--- src/rtl/dpll_pkg.sv ---
// Shared types and constants for the digital PLL phase-error path.
package dpll_pkg;

  // Phase-error decoder FSM states.
  typedef enum logic [1:0] {
    IDLE     = 2'd0,
    CNT_UP   = 2'd1,
    CNT_DN   = 2'd2,
    WAIT_LOW = 2'd3
  } state_t;

  // Default width of the signed phase-error word.
  localparam int ERR_W = 8;

  // Largest magnitude a w-bit two's complement error can carry with a
  // representable negation: 2^(w-1)-1.
  function automatic int sat_limit(input int w);
    return (1 << (w - 1)) - 1;
  endfunction

endpackage

--- src/rtl/sync_n.sv ---
// Multi-stage async-clear synchroniser for a single asynchronous bit.
// STAGES must be 2 or 3.
module sync_n #(
  parameter int STAGES = 2
) (
  input  logic clk,
  input  logic cdn,
  input  logic d,
  output logic q
);

  logic [STAGES-1:0] chain;

  // Shift the raw input through the flop chain; the last stage is the clean copy.
  always_ff @(posedge clk or negedge cdn) begin
    if (!cdn) begin
      chain <= '0;
    end else begin
      // NOTE: sequential state uses non-blocking assignment so every flop
      // samples the pre-edge value of its neighbour, as real hardware does.
      chain <= {chain[STAGES-2:0], d};
    end
  end

  assign q = chain[STAGES-1];

endmodule

--- src/rtl/pfd_pulse_decoder.sv ---
// Converts PFD UP/DN pulses into one signed phase-error word per PFD event.
// The pulse width is measured in clk cycles after synchronisation; UP gives a
// positive result, DN a negative one, coincident edges give zero.
module pfd_pulse_decoder
  import dpll_pkg::*;
#(
  parameter int CNT_W       = ERR_W,
  parameter int SYNC_STAGES = 2
) (
  input  logic                    clk,
  input  logic                    cdn,
  input  logic                    up,
  input  logic                    dn,
  output logic signed [CNT_W-1:0] phase_err,
  output logic                    err_valid,
  output logic                    err_sat,
  output logic                    busy
);

  // Magnitude ceiling keeps -cnt representable in CNT_W bits.
  localparam logic [CNT_W-1:0] LIMIT = CNT_W'(sat_limit(CNT_W));

  logic up_s;
  logic dn_s;

  state_t           state;
  state_t           state_n;
  logic [CNT_W-1:0] cnt;
  logic [CNT_W-1:0] cnt_n;
  logic             sat;
  logic             sat_n;
  logic             emit;
  logic [CNT_W-1:0] emit_err;
  logic             emit_sat;

  sync_n #(.STAGES(SYNC_STAGES)) u_sync_up (
    .clk (clk),
    .cdn (cdn),
    .d   (up),
    .q   (up_s)
  );

  sync_n #(.STAGES(SYNC_STAGES)) u_sync_dn (
    .clk (clk),
    .cdn (cdn),
    .d   (dn),
    .q   (dn_s)
  );

  // Next-state, width counter and emitted result, decided from synchronised inputs only.
  always_comb begin
    // NOTE: every signal gets a default before the case so no path leaves it
    // unassigned, which would otherwise infer a latch.
    state_n  = state;
    cnt_n    = cnt;
    sat_n    = sat;
    emit     = 1'b0;
    emit_err = '0;
    emit_sat = 1'b0;

    case (state)
      IDLE: begin
        if (up_s && dn_s) begin
          // Coincident edges: zero phase error, then wait for the PFD to clear.
          state_n = WAIT_LOW;
          emit    = 1'b1;
        end else if (up_s) begin
          state_n = CNT_UP;
          cnt_n   = CNT_W'(1);
          sat_n   = 1'b0;
        end else if (dn_s) begin
          state_n = CNT_DN;
          cnt_n   = CNT_W'(1);
          sat_n   = 1'b0;
        end
      end

      CNT_UP: begin
        if (!up_s || dn_s) begin
          // Pulse ended, or DN rose as the PFD began its reset overlap.
          emit     = 1'b1;
          emit_err = cnt;
          emit_sat = sat;
          state_n  = dn_s ? WAIT_LOW : IDLE;
        end else if (cnt == LIMIT) begin
          sat_n = 1'b1;
        end else begin
          cnt_n = cnt + CNT_W'(1);
        end
      end

      CNT_DN: begin
        if (!dn_s || up_s) begin
          emit     = 1'b1;
          emit_err = '0 - cnt;
          emit_sat = sat;
          state_n  = up_s ? WAIT_LOW : IDLE;
        end else if (cnt == LIMIT) begin
          sat_n = 1'b1;
        end else begin
          cnt_n = cnt + CNT_W'(1);
        end
      end

      WAIT_LOW: begin
        if (!up_s && !dn_s) begin
          state_n = IDLE;
        end
      end

      default: begin
        state_n = IDLE;
      end
    endcase
  end

  // State, counter and registered outputs; the result words hold between strobes.
  always_ff @(posedge clk or negedge cdn) begin
    if (!cdn) begin
      state     <= IDLE;
      cnt       <= '0;
      sat       <= 1'b0;
      err_valid <= 1'b0;
      phase_err <= '0;
      err_sat   <= 1'b0;
    end else begin
      state     <= state_n;
      cnt       <= cnt_n;
      sat       <= sat_n;
      err_valid <= emit;
      if (emit) begin
        phase_err <= emit_err;
        err_sat   <= emit_sat;
      end
    end
  end

  assign busy = (state != IDLE);

endmodule

--- config.mk ---
export PLATFORM = sky130hd
export DESIGN_NAME = pfd_pulse_decoder
export DESIGN_NICKNAME = d
export VERILOG_FILES = /design/src/rtl/dpll_pkg.sv /design/src/rtl/sync_n.sv /design/src/rtl/pfd_pulse_decoder.sv
export SDC_FILE = /design/constraint.sdc
export NUM_CORES = 1
export LEC_CHECK = 0
export CAP_MARGIN = 20
export CORE_AREA = 3 3 56 58
export DETAILED_ROUTE_END_ITERATION = 10
export DIE_AREA = 0 0 59 61
export PLACE_DENSITY_LB_ADDON = 0.08
export SETUP_SLACK_MARGIN = 0.4
export SLEW_MARGIN = 25
export SYNTH_ARGS = -nofsm -noshare
export SYNTH_HDL_FRONTEND = slang
export SYNTH_HIERARCHICAL = 1
export SYNTH_SLANG_ARGS = --single-unit
--- constraint.sdc ---
create_clock -name clk -period 4.9 [get_ports clk]
set_clock_uncertainty 0.2 [all_clocks]
set_input_delay 0.98 -clock clk [delete_from_list [all_inputs] [get_ports clk]]
set_output_delay 0.98 -clock clk [all_outputs]
set_load 0.05 [all_outputs]
==> results.json <==
{
  "run_status": "complete, no violations",
  "finalCritPeriodShare": 0.6427,
  "finalHoldViolCount": 0,
  "reg2reg_slack_ps": 2510,
  "post-cts-setup-buffer-count": 0,
  "worstHoldStart": "u_sync_dn/chain[0]",
  "cts_inserted_buffers": 3,
  "worst_pin_slew_ps": 690.3,
  "diodes": 0,
  "slew_viol_final": 0,
  "power.density_nw_per_um2": 625.2,
  "final.setup.tns_ps": 0,
  "worstPathCellList": "inv_1, ha_1, inv_1, clkdlybuf4s50_1",
  "die_area_um2": 3599,
  "maxCapViolations": 0,
  "grt_max_degree": 26,
  "synth_common_cells": "dfrtp_1, nand2_1, o21ai_0, nor2_1, a21oi_1",
  "path_class": "reg2out",
  "hold_buffers": 0,
  "end_kind": "primary output",
  "fp-row-count": 19,
  "start_util": 0.5337,
  "crit_buf_inv": 3,
  "vias_per_cell": 5.935,
  "whs_endpoint": "u_sync_dn/chain[1]",
  "r2r_start": "state[0]",
  "netlist_instances": 159,
  "cp_top_family": "buffers and inverters",
  "ctsHtreeMaxLevel": 1,
  "synth_fp_nets": 171,
  "antenna_found_initial": 0,
  "finalCriticalPeriod_ps": 3149,
  "synth.distinct_cells": 40,
  "netlist.area_leader.share": 0.4325,
  "wl_per_cell_um": 13.94,
  "p_leak_nw": 0.7084,
  "first_pass_iters": 5,
  "fmax_ghz": 0.3175,
  "cts-root-buf": "clkbuf_4",
  "max_stage_delay_ps": 790,
  "wirelength_mm": 2.787,
  "ant_nets": 0,
  "via_count": 1187,
  "clkSinkCount": 25,
  "clk_latency_ps": 310,
  "synth_seq_cells": 25,
  "clkTransAtPathRegs_ps": 130,
  "cts_tree": "yes",
  "gp_congestion": 0.8483,
  "yosysWarnings": 6,
  "critPathSlowestCell": "clkdlybuf4s50_1",
  "yosys.area.top_type": "dfrtp_1",
  "critPathRequiredTime_ps": 3720,
  "die_w_um": 59,
  "finalSetupViolations": 0,
  "areaGrowthSynthToFinish_pct": 11.59,
  "cp_max_fo": 4,
  "ys_seq_area_frac": 0.4325,
  "async_flop_share": 1.000,
  "clk_path_buf_depth": 2,
  "worst_slew_margin_rel": 0.5398,
  "grtUsageTotal": 0.1690,
  "ioPinCount": 15,
  "grt_pass1_wl_mm": 4.657,
  "path_common_cell": "inv_1",
  "reg2reg_depth": 7,
  "drc": 0,
  "r2r_end": "cnt[1]",
  "avgSynthCellArea_um2": 9.097,
  "drive_gt1_frac": 0.05917,
  "ir_worst_vdd_mv": 0.4141,
  "synth-edff-count": 0,
  "rsz0062_at_grt": "no",
  "syn-cell-area_um2": 1446,
  "power.total_mw": 1.009,
  "cts_resized": 0,
  "coreArea_um2": 2710,
  "startpoint_type": "flip-flop",
  "port_buffers": 14,
  "cp.arrival_ps": 1970,
  "synth_area_leaders": "dfrtp_1, ha_1, nand2_1",
  "hp-class": "reg2reg",
  "place_hpwl_mm": 2.090,
  "grt_pass1_vias": 1022,
  "grt_overflow": 0,
  "dieHeight_um": 61,
  "hold_depth": 0,
  "drt-initial-drc-count": 34,
  "final_nets": 182,
  "synth_top_flop_cell": "dfrtp_1",
  "yosysMostFrequentCell": "dfrtp_1"
}
## state kept, by name, summed over array words and instances (netlist names)
| name | flops |
|---|---|
| err_valid | 1 |
| state | 2 |
| cnt | 8 |
| err_sat | 1 |
| sat | 1 |
| phase_err | 8 |
| u_sync_up/chain | 2 |
| u_sync_dn/chain | 2 |
## cells in the final DEF (no fill, tap or decap), drive strengths merged, types with 2 or more instances in the layout
master	count
a31oi	2
or4	2
o21ai	13
ha	8
clkbuf	4
a21o	2
a21oi	9
nand2	22
dfrtp	25
mux2i	2
nand4	2
nor3	8
nand4b	3
inv	7
a2bb2oi	2
o31ai	3
and2	3
a22oi	5
clkdlybuf4s50	13
and2b	2
nor2	10
xnor2	3
nand2b	4
## worst reg2reg max path, delay by kind of cell (launching register included)
family / cells / cell delay [ps]
compound gates: 2 / 800
flops: 1 / 440
fa+ha+maj: 1 / 320
simple gates: 2 / 280
buf+inv: 2 / 260
## stage by stage
step	cells	worst slack, ps	utilization	cell area, µm²	hold WS [ps]
floorplan	159	2719	-	1446	131.2
global placement	196	2182	0.5877	1593	132.0
detailed placement	196	2109	0.5859	1588	135.8
CTS	200	1738	0.5956	1614	165.6
global route	200	1686	0.5956	1614	173.0
finish	200	1751	0.5956	1614	162.5
## worst max path at each step
| stage | from | depth (start not counted) | slack (ps) | to |
|---|---|---|---|---|
| final | state[0] | 4 | 1750 | busy |
| after detailed placement | state[0] | 4 | 2110 | busy |
| after CTS | state[0] | 4 | 1740 | busy |
| after floorplan | state[0] | 3 | 2720 | busy |
| after global routing | state[0] | 4 | 1690 | busy |
| after global placement | state[0] | 4 | 2180 | busy |
## cell type report
cell class                 instances  area, µm²
tap                               31      38.79
fill                             251       1096
sequential                        25      625.6
clock buffer                       4      26.28
multi-input combinational        118      757.0
timing repair buffer              14      135.1
inverter                           8      31.28
## per-layer routing
metal / vias to the layer above / global-route usage / part of all wire
li1: 587 / - / -
met1: 556 / 0.2401 / 0.45
met2: 38 / 0.2681 / 0.47
met3: 6 / 0.01915 / 0.063
met4: 0 / 0.05825 / 0.014
met5: - / 0 / 0
## kinds of logic after synthesis
logic type      after synthesis  share of synthesized area
buf+inv                      16                    0.04412
compound gates               44                     0.2007
simple gates                 60                     0.2154
flops                        25                     0.4325
fa+ha+maj                     8                    0.06921
xor+xnor                      4                    0.02423
mux                           2                    0.01384
## report_power, final
| group | internal [mW] | switching (mW) |
|---|---|---|
| combinational | 0.214 | 0.402 |
| clock | 0.0318 | 0.0577 |
| sequential | 0.258 | 0.0458 |
No activity file was read; power rests on OpenSTA's default activity.
==> patch, RTL diff (same flow settings) <==
Set the parameter `SYNC_STAGES` to 4 (it was 2).
--- a/src/rtl/pfd_pulse_decoder.sv
+++ b/src/rtl/pfd_pulse_decoder.sv
@@ -5,7 +5,7 @@
   import dpll_pkg::*;
 #(
   parameter int CNT_W       = ERR_W,
-  parameter int SYNC_STAGES = 2
+  parameter int SYNC_STAGES = 4
 ) (
   input  logic                    clk,
   input  logic                    cdn,
Behaviour: not the same (a bounded check fails within 4 cycles, from zero or initial values).
==> patch against the unedited design <==
- combinational power decreased by 3.4%
- area after synthesis grew 6.9%
- global-route usage is 2.2 points higher
- synthesized cell count increased by 2.5%
- fmax increased by 0.18%
- total power grew 6.4%
- sequential power increased by 11%
- final area increased by 8.8%
- count of clock-buffer cells in the layout rose by 3
- sequential cell count up 4
- worst hold slack got worse by 0.021 ns
- sequential share of layout area up 2.6 points
- worst setup slack gained 0.0056 ns
- routed wire length rose by 3.5%
==> patch: results (changes against the unedited design) <==
stage,metric,value,unit,change
outcome,outcome,finished clean,,
global_route,grt_max_degree,30,,+15%
sta,min_period,3.14,ns,-0.00559 ns
route,met3WireLength,209,um,+19%
cells_and_area,fin_cells,208,,+4.0%
global_route,met2_usage,0.295,,+0.0268
cells_and_area,finalNetCount,189,,+3.8%
global_route,grtUsageMet1,0.230,,-0.00980
clock_tree,htreeDepth,2,,+1
global_route,global_route.usage.met3,0.0638,,+0.0447
logic_synthesis,synth_area_leaders,"dfrtp_1 (47%), ha_1 (6.5%), nand2_1 (5.1%), o21ai_0 (4.2%), a21oi_1 (2.9%)",,
sta,whs,0.141,ns,-0.0210 ns
cells_and_area,layout-drive-gt1-share,0.0734,,+0.0143
logic_synthesis,synth_xor_area_frac,0.0227,,-0.00157
power_and_ir_drop,power_frac_comb,0.554,,-0.057
power_and_ir_drop,power_switching,0.507,mW,+0.33%
sta,max_slew.worst_pin.slew,0.674,ns,-0.0158 ns
global_route,gr-usage-all-layers,0.191,,+0.0221
place,place_ws,2.11,ns,+0.00356 ns
clock_tree,clk_pin_slew,0.09,ns,-0.04 ns
global_route,grt_pass1_wl,5.00,mm,+7.4%
critical_path,r2r_slack,2.53,ns,+0.02 ns
route,viasPerCell,5.95,,+0.20%
global_route,grt_pass1_vias,1146,,+12%
clock_tree,postCtsSetupBuffers,0,,unchanged
critical_path,r2r_cells,8,,+1
place,hpwl,2.13,mm,+2.0%
min_path,hold_start,u_sync_dn/chain[1]$_DFF_PN0_,,
logic_synthesis,synthAdderAreaFrac,0.0647,,-0.00448
power_and_ir_drop,leakage,0.776,nW,+9.6%
power_and_ir_drop,ir_worst_vdd,0.409,mV,-1.3%
logic_synthesis,synth_fp_nets,175,,+2.3%
clock_tree,clk_latency,0.33,ns,+0.02 ns
place,place_congestion,0.828,,-2.4%
logic_synthesis,syn_inst,163,,+2.5%
power_and_ir_drop,switching_share,0.472,,-0.0286
min_path,hold_path_class,flip-flop to flip-flop,,
place,placed_cell_area,1700,um^2,+7.1%
route,drt_wl_total,2.89,mm,+3.5%
place,place_inst,201,,+2.6%
route,dr.pass1.iters,4,,-1
power_and_ir_drop,p_seq_frac,0.312,,+0.011
critical_path,worstReg2RegStart,state[1]$_DFFE_PN0P_,,
route,drt_iter0_drc,44,,+29%
route,route.met2.wl,1.34,mm,+2.9%
logic_synthesis,seq_area_frac_synth,0.469,,+0.0367
logic_synthesis,synth_compound_area_frac,0.188,,-0.0130
clock_tree,cts_buffers,5,,+2
logic_synthesis,synthTopCellsByCount,"dfrtp_1 (29), nand2_1 (21), o21ai_0 (13)",,
==> patch: changes by cell type in the layout (fill, tap and decap cells not counted), sizes merged <==
cell	delta
clkbuf	+3
clkdlybuf4s50	+1
dfrtp	+4
==> patch: cell families after synthesis <==
kind of cell | Yosys count
flip-flops | 29
adder cells (fa/ha/maj) | 8
buffers and inverters | 16
multiplexers | 2
XOR/XNOR | 4
AO/OA/AOI/OAI | 44
AND/OR/NAND/NOR | 60
==> patch: cell type report <==
cell class	count	area (um^2)
Fill cell	240	955
Tap cell	31	38.8
Sequential cell	29	726
Timing Repair Buffer	15	148
Multi-Input combinational cell	118	757
Inverter	8	31.3
Clock buffer	7	55.1
==> patch: critical path, cell delays in order, from the launching register on <==
cell and delay (ns):
dfrtp_1 0.41, inv_1 0.11, ha_1 0.26, inv_1 0.06, clkdlybuf4s50_1 0.79
